$ cat config.mk
export PLATFORM = sky130hd
export DESIGN_NAME = keypad_scan_debounce
export DESIGN_NICKNAME = d
export VERILOG_FILES = /design/src/rtl/keypad_scan_debounce.sv
export SDC_FILE = /design/constraint.sdc
export NUM_CORES = 1
export LEC_CHECK = 0
export CORE_MARGIN = 1.5
export CORE_UTILIZATION = 45
export CTS_CLUSTER_SIZE = 12
export DETAILED_ROUTE_END_ITERATION = 10
export MAX_ROUTING_LAYER = met4
export PLACE_DENSITY = 0.65
export SLEW_MARGIN = 20
export SYNTH_ARGS = -nofsm -noshare
export SYNTH_HDL_FRONTEND = slang
export SYNTH_SLANG_ARGS = --single-unit
$ cat constraint.sdc
create_clock -name clk -period 6.95 [get_ports clk]
set_clock_uncertainty 0.2 [all_clocks]
set_input_delay 1.39 -clock clk [delete_from_list [all_inputs] [get_ports clk]]
set_output_delay 1.39 -clock clk [all_outputs]
set_load 0.1 [all_outputs]
$ cat src/rtl/keypad_scan_debounce.sv
// 4x4 matrix keypad scanner: rotates active-low row strobes, synchronizes and
// debounces the column returns, and emits one key_valid pulse per clean press.
module keypad_scan_debounce #(
  parameter int SCAN_DIV = 4,
  parameter int DEBOUNCE = 3
) (
  input  logic       clk,
  input  logic       rst,
  input  logic [3:0] C,
  output logic [3:0] R,
  output logic [3:0] key_code,
  output logic       key_valid,
  output logic       key_held
);
  localparam int DW = $clog2(SCAN_DIV);
  localparam logic [DW-1:0] DWELL_LAST = DW'(SCAN_DIV - 1);
  localparam logic [3:0]    DB = 4'(DEBOUNCE);

  typedef enum logic [1:0] {ST_SCAN, ST_DEBOUNCE, ST_PRESSED} state_t;

  state_t          state_q, state_d;
  logic [3:0]      c_meta_q, c_sync_q;
  logic [DW-1:0]   dwell_q, dwell_d;
  logic [1:0]      row_q, row_d, col_q, col_d;
  logic [3:0]      match_q, match_d, rel_q, rel_d;
  logic [3:0]      code_q, code_d;
  logic            valid_q, valid_d, held_q, held_d;

  logic            sample;
  logic            c_ok;
  logic [1:0]      c_idx;
  logic [3:0]      pat;
  logic [3:0]      match_inc, rel_inc;

  // Exactly one column low is a usable pattern; anything else reads as no key.
  always_comb begin
    c_ok  = 1'b1;
    c_idx = 2'd0;
    case (c_sync_q)
      4'b1110: c_idx = 2'd0;
      4'b1101: c_idx = 2'd1;
      4'b1011: c_idx = 2'd2;
      4'b0111: c_idx = 2'd3;
      default: c_ok  = 1'b0;
    endcase
  end

  assign sample    = (dwell_q == DWELL_LAST);
  assign pat       = ~(4'b0001 << col_q);
  assign match_inc = (match_q >= DB) ? match_q : match_q + 4'd1;
  assign rel_inc   = (rel_q   >= DB) ? rel_q   : rel_q   + 4'd1;

  always_comb begin
    state_d = state_q;
    dwell_d = sample ? '0 : dwell_q + DW'(1);
    row_d   = row_q;
    col_d   = col_q;
    match_d = match_q;
    rel_d   = rel_q;
    code_d  = code_q;
    valid_d = 1'b0;
    held_d  = held_q;
    if (sample) begin
      case (state_q)
        ST_SCAN: begin
          if (c_ok) begin
            col_d   = c_idx;
            match_d = 4'd1;
            if (DB <= 4'd1) begin
              valid_d = 1'b1;
              held_d  = 1'b1;
              code_d  = {row_q, c_idx};
              rel_d   = '0;
              state_d = ST_PRESSED;
            end else begin
              state_d = ST_DEBOUNCE;
            end
          end else begin
            row_d = row_q + 2'd1;
          end
        end
        ST_DEBOUNCE: begin
          if (c_sync_q == pat) begin
            match_d = match_inc;
            if (match_inc >= DB) begin
              valid_d = 1'b1;
              held_d  = 1'b1;
              code_d  = {row_q, col_q};
              rel_d   = '0;
              state_d = ST_PRESSED;
            end
          end else begin
            match_d = '0;
            row_d   = row_q + 2'd1;
            state_d = ST_SCAN;
          end
        end
        ST_PRESSED: begin
          // Any other key still down keeps the release count from building.
          if (c_sync_q == 4'hF) begin
            rel_d = rel_inc;
            if (rel_inc >= DB) begin
              held_d  = 1'b0;
              rel_d   = '0;
              match_d = '0;
              row_d   = row_q + 2'd1;
              state_d = ST_SCAN;
            end
          end else begin
            rel_d = '0;
          end
        end
        default: state_d = ST_SCAN;
      endcase
    end
  end

  always_ff @(posedge clk or posedge rst) begin
    if (rst) begin
      state_q  <= ST_SCAN;
      c_meta_q <= 4'hF;
      c_sync_q <= 4'hF;
      dwell_q  <= '0;
      row_q    <= 2'd0;
      col_q    <= 2'd0;
      match_q  <= '0;
      rel_q    <= '0;
      code_q   <= '0;
      valid_q  <= 1'b0;
      held_q   <= 1'b0;
    end else begin
      state_q  <= state_d;
      c_meta_q <= C;
      c_sync_q <= c_meta_q;
      dwell_q  <= dwell_d;
      row_q    <= row_d;
      col_q    <= col_d;
      match_q  <= match_d;
      rel_q    <= rel_d;
      code_q   <= code_d;
      valid_q  <= valid_d;
      held_q   <= held_d;
    end
  end

  assign R         = ~(4'b0001 << row_q);
  assign key_code  = code_q;
  assign key_valid = valid_q;
  assign key_held  = held_q;
endmodule

* Word-level counts from Yosys, hierarchy flattened *
Index checks and enable logic that the tools add are counted.

word-level totals
  flip-flop bits (word level) = 30
  output and inout port bits = 10
  word-level logic and storage cells = 86
  bits of input ports = 6

operators by class
  shifts and indexed selects = 2
  muxes and demuxes = 35
  bitwise gates (word level) = 2
  $add $sub $neg = 4
  reduce and logical (&&, ||, !) cells = 11
  equality and inequality tests = 17
  magnitude comparators = 4

operator list
  kind                                                                   number
  4-bit 2-to-1 mux                                                       10
  2-bit 2-to-1 mux                                                       10
  2-bit one-hot mux with 3 select lines                                  3
  4-bit == test, second input constant                                   4
  4-bit by 2-bit >= comparator with 1-bit output, second input constant  4
  2-bit inequality test, second input constant                           7
  4-bit one-hot mux with 3 select lines                                  1
  6-bit AND reduction                                                    2
  5-bit AND reduction                                                    2
  1-bit 2-to-1 mux                                                       9
  4-bit by 1-bit adder with 4-bit output, second input constant          2
  4-bit inverter                                                         2
  4-bit one-hot mux with 2 select lines                                  1
  4-bit AND reduction                                                    2
  1-bit by 2-bit << shifter with 4-bit output, first input constant      2
  2-bit by 1-bit adder with 2-bit output, second input constant          2
  2-bit == test, second input constant                                   2
  4-bit by 3-bit == test with 1-bit output, second input constant        1
  4-bit == test                                                          1
  4-bit OR reduction                                                     1
  3-bit inequality test, second input constant                           1
  3-bit AND reduction                                                    1
  3-bit nonzero test                                                     1
  2-bit by 1-bit == test with 1-bit output, second input constant        1
  other kinds (3)                                                        3

* Depth between registers and ports, before layout *
  depth after elaboration = 7
  gate-level depth with buffers = 7
  depth with buffers taken out = 7

* Worst setup path before layout *
No wires, ideal clock.

  path type = reg-to-output
  from = reg row_q[0]
  to = out R[0]
  path slack = 4139 ps
  data arrival time = 1221 ps
  cell stages (with the launch flop) = 4
  path buffers = 0
  cell sequence = dfrtp_1 > inv_1 > ha_1 > inv_1

on the way
  longest elaborated chain between the ends = 2

RTL lines
  element                                      RTL line  RTL
  start: declaration                           24        logic [1:0] row_q, row_d, col_q, col_d;
  start signal: assignment                     136       row_q <= row_d;
  1-bit by 2-bit << shifter with 4-bit output  146       assign R = ~(4'b0001 << row_q);
  4-bit inverter                               146
  end: declaration                             10        output logic [3:0] R,

No other way between the ends.

* Worst setup path after layout *
  from = reg row_q[0]
  to = out R[2]

The elaborated chain is that of the path after synthesis.

==> results summary <==
Of the total synthesized cell area, the portion taken by AND, OR, NAND and NOR gates is 0.147. The number of placement rows is 21. The diode insertion count for antenna repair came out at 0. The horizontal extent of the die came out at 62.4 um.

The data required time of the worst path came out at 5360 ps. The post-detailed-routing wire length is 2590 um. In this run the worst hold path is classified as register to register. The core region is 3360 sq um. The total global-route track usage came out at 0.166. The count of different cell masters after synthesis came out at 46. The most common cell in the synthesized netlist is sky130_fd_sc_hd__dfrtp_1.

The cell that appears most often on the critical path is sky130_fd_sc_hd__inv_1. The number of buffers inserted by post-CTS setup repair is 0. The die outline area came out at 3890 sq um. The worst-path maximum fanout is 4. The largest net degree at the start of global routing is 17.

The cell depth of the worst min-delay path is 0. The post-synthesis mux area share came out at 0.0623. The flow ran to the end, and the final reports show no timing, DRC or antenna violations. The worst register-to-register path has a setup slack of 4470 ps. TritonCTS built the clock tree.

The time the final worst path needs with I/O delays and setup is 3780 ps. Among all stages on the critical path, the largest delay is contributed by sky130_fd_sc_hd__clkdlybuf4s50_1. The H-tree depth reported by CTS is 2. The fraction of the mapped netlist area in compound gates came to 0.154. The wire length of the first global-routing pass is 4860 um. The post-synthesis register bit count is 30. Pin placement for this block handled 16 I/O pins. The die extent in y came out at 62.4 um. The count of maximum capacitance violations came out at 0. Data on the critical path arrives at its endpoint at 2190 ps. The clock transition at the register clock pins on the worst setup and hold paths after CTS came out at 90 ps.

The maximum achievable frequency is 264 MHz. The final standard cell count with taps included and fillers excluded is 201. The kind of launch point of the worst setup path is a register. The remaining antenna violation count came out at 0. The number of nets handed over by synthesis was 152. The clock insertion delay at the later pin of the skew report came out at 330 ps. The root buffer cell chosen for the clock tree is sky130_fd_sc_hd__clkbuf_4. The depth of the worst register-to-register path came out at 6. The transition time at the pin with the least slew margin is 979 ps. The number of synthesized flops with an enable pin came out at 0. Synthesis produced 135 cells.

The leftover overflow at the end of global routing came out at 0. Dividing the final minimum period by the clock period gives 0.545. For this configuration, the core starts out at a cell density of 0.472. The total count of max-transition violations in the final report is 0. The synthesized area is 1590 sq um. The warning count from the yosys run came out at 0.

In this run the critical register-to-register path is launched from rel_q[0]$_DFFE_PP0P_. The number of clock sinks came out at 30. The share of the yosys chip area belonging to registers came out at 0.479. The mean cell area of the mapped netlist is 11.8 sq um. Sorting the synthesized cells by area gives the leading types as sky130_fd_sc_hd__dfrtp_1 35%, sky130_fd_sc_hd__dfstp_2 13%, sky130_fd_sc_hd__ha_1 8.7%. The number of resized instances in the post-cts repair step is 0. The number of failing hold endpoints at the final stage came out at 0. The number of vias per cell came out at 5.40. Detailed placement ended at an HPWL of 1950 um. The detail-routed net length per standard cell came out at 12.9 um. The setup slack at placement came out at 3510 ps. The total clock buffers created by CTS came out at 5. Of the total synthesized cell area, the portion taken by full adders, half adders and majority gates is 0.0867. The number of antenna violations at the first check in global routing is 0.

The fraction of registers with async set or reset after synthesis came out at 1.00. The final net count is 171. The count of buffers added on input and output ports is 15. Together, buffers and inverters on the worst path number 3. The number of buffers on the longest clock path came out at 2.

The setup violation total in the final timing report is 0. Of the post-synthesis cell area, the dominant cell type holds 0.347. The count of placed standard cells including taps came out at 193.

The layout-stage area growth over the synthesis result is 18.7%. Walking the worst path, the cells encountered are inv_1 > ha_1 > inv_1 > clkdlybuf4s50_1. The worst setup path is captured at an output pin.

The final total power is 0.660 mW. The first-pass iteration count of the detailed router is 4. The final worst slack is 3170 ps. The class of the most critical setup path is register to output pin.

In this design, the largest share of critical-path delay is due to buffers and inverters. By area, the combinational part of the netlist is dominated by compound AO/OA/AOI/OAI gates. The via count of the first global-routing pass is 1111.

sky130_fd_sc_hd__dfrtp_1 takes more of the synthesized area than any other cell. The end point of the worst hold path is c_sync_q[0]$_DFF_PP1_. Once layout is complete, the utilization of the core stands at 0.560.

The number of DRC markers in iteration 0 came out at 23. Ranked by instance count, the synthesized netlist is headed by 22 x sky130_fd_sc_hd__dfrtp_1, 15 x sky130_fd_sc_hd__inv_1, 11 x sky130_fd_sc_hd__ha_1, 8 x sky130_fd_sc_hd__dfstp_2, 6 x sky130_fd_sc_hd__mux2_1. In this run the most critical hold path is launched from c_meta_q[0]$_DFF_PP1_.

The sum of negative setup slack is 0 ps. Setup repair after global routing left no endpoint under its margin. The worst max-slew margin expressed relative to the limit is 0.345. The hold buffer count at CTS came out at 0.

The power per cell area is 350 nW/um^2. In the synthesized netlist the dominant register cell turns out to be sky130_fd_sc_hd__dfrtp_1. IR analysis of the VDD net gives a maximum drop of 145 uV. The DRC violations left came out at 0. The routed layout has 1086 vias. The stage delay of the slowest cell on the critical path came out at 1120 ps. The fraction of layout instances using a drive strength above 1 is 0.181.

The leakage power total is 0.819 nW. The XOR/XNOR share of the synthesized area is 0.0165. The destination of the worst register-to-register timing path is row_q[1]$_DFFE_PP0P_. The global placer's final weighted congestion came out at 0.866.
metal layers:
| layer | global-route usage | wire, um | vias to the layer above |
|---|---|---|---|
| met5 | - | 0 | - |
| met4 | 0.0889 | 80 | 0 |
| met3 | 0.0541 | 130 | 10 |
| met2 | 0.263 | 1260 | 31 |
| met1 | 0.186 | 1120 | 520 |
| li1 | - | - | 525 |
worst reg2reg max path, cell delays in order, from the launching register on:
cell and delay, ps:
sky130_fd_sc_hd__dfrtp_1 470, sky130_fd_sc_hd__ha_1 250, sky130_fd_sc_hd__or3_4 400, sky130_fd_sc_hd__o311ai_4 300
sky130_fd_sc_hd__and2_1 210, sky130_fd_sc_hd__and3_1 210, sky130_fd_sc_hd__mux2_1 330
how the worst max path moves through the flow:
stage                              start    to  cells past startpoint
floorplan           row_q[0]$_DFFE_PP0P_  R[0]                      3
global placement    row_q[0]$_DFFE_PP0P_  R[0]                      4
detailed placement  row_q[0]$_DFFE_PP0P_  R[2]                      4
CTS                 row_q[0]$_DFFE_PP0P_  R[2]                      4
global route        row_q[0]$_DFFE_PP0P_  R[0]                      4
finish              row_q[0]$_DFFE_PP0P_  R[2]                      4
area by class of cell:
class | instances | area, sq um
timing repair buffer | 16 | 158
tap | 46 | 57.6
multi-input combinational | 86 | 741
fill | 299 | 1480
clock buffer | 6 | 51.3
inverter | 15 | 56.3
sequential | 30 | 761
clock inverter | 2 | 60.1
registers in the layout, indices dropped and copies added (netlist names):
signal / flops
match_q: 4
key_valid: 1
key_held: 1
col_q: 2
c_meta_q: 4
c_sync_q: 4
rel_q: 4
row_q: 2
state_q: 2
key_code: 4
dwell_q: 2
kinds of logic (layout without fill, tap and decap cells):
logic type | Yosys count | after routing
AOI/OAI and AO/OA | 29 | 29
muxes | 9 | 9
buffers and inverters | 19 | 39
adders and majority gates | 11 | 11
and+or+nand+nor | 34 | 34
xor gates and xnor gates | 3 | 3
DFF | 30 | 30
metrics by stage:
| stage | hold WS, ps | area, sq um |
|---|---|---|
| after floorplan | 145 | 1590 |
| final | 160 | 1880 |
| after detailed placement | 147 | 1770 |
| after global placement | 145 | 1770 |
| after CTS | 161 | 1880 |
| after global routing | 170 | 1880 |
power breakdown:
group,internal [mW],switching (mW)
registers,0.199,0.0266
clock network,0.122,0.0587
logic,0.0733,0.181
cells in the final DEF, fill, tap and decap left out, types with 3 or more instances in the layout:
master | netlist | final
sky130_fd_sc_hd__o21ai_0 | 3 | 3
sky130_fd_sc_hd__and3_1 | 3 | 3
sky130_fd_sc_hd__nand2_1 | 5 | 5
sky130_fd_sc_hd__nand4b_1 | 3 | 3
sky130_fd_sc_hd__inv_1 | 15 | 15
sky130_fd_sc_hd__nor2_1 | 5 | 5
sky130_fd_sc_hd__clkdlybuf4s50_1 | 0 | 15
sky130_fd_sc_hd__dfrtp_1 | 22 | 22
sky130_fd_sc_hd__clkbuf_4 | 0 | 5
sky130_fd_sc_hd__a31oi_1 | 3 | 3
sky130_fd_sc_hd__xnor2_1 | 3 | 3
sky130_fd_sc_hd__dfstp_2 | 8 | 8
sky130_fd_sc_hd__mux2_1 | 6 | 6
sky130_fd_sc_hd__ha_1 | 11 | 11
sky130_fd_sc_hd__a21oi_1 | 4 | 4
sky130_fd_sc_hd__nand3_1 | 3 | 3
Power figures use the tool's default switching activity.
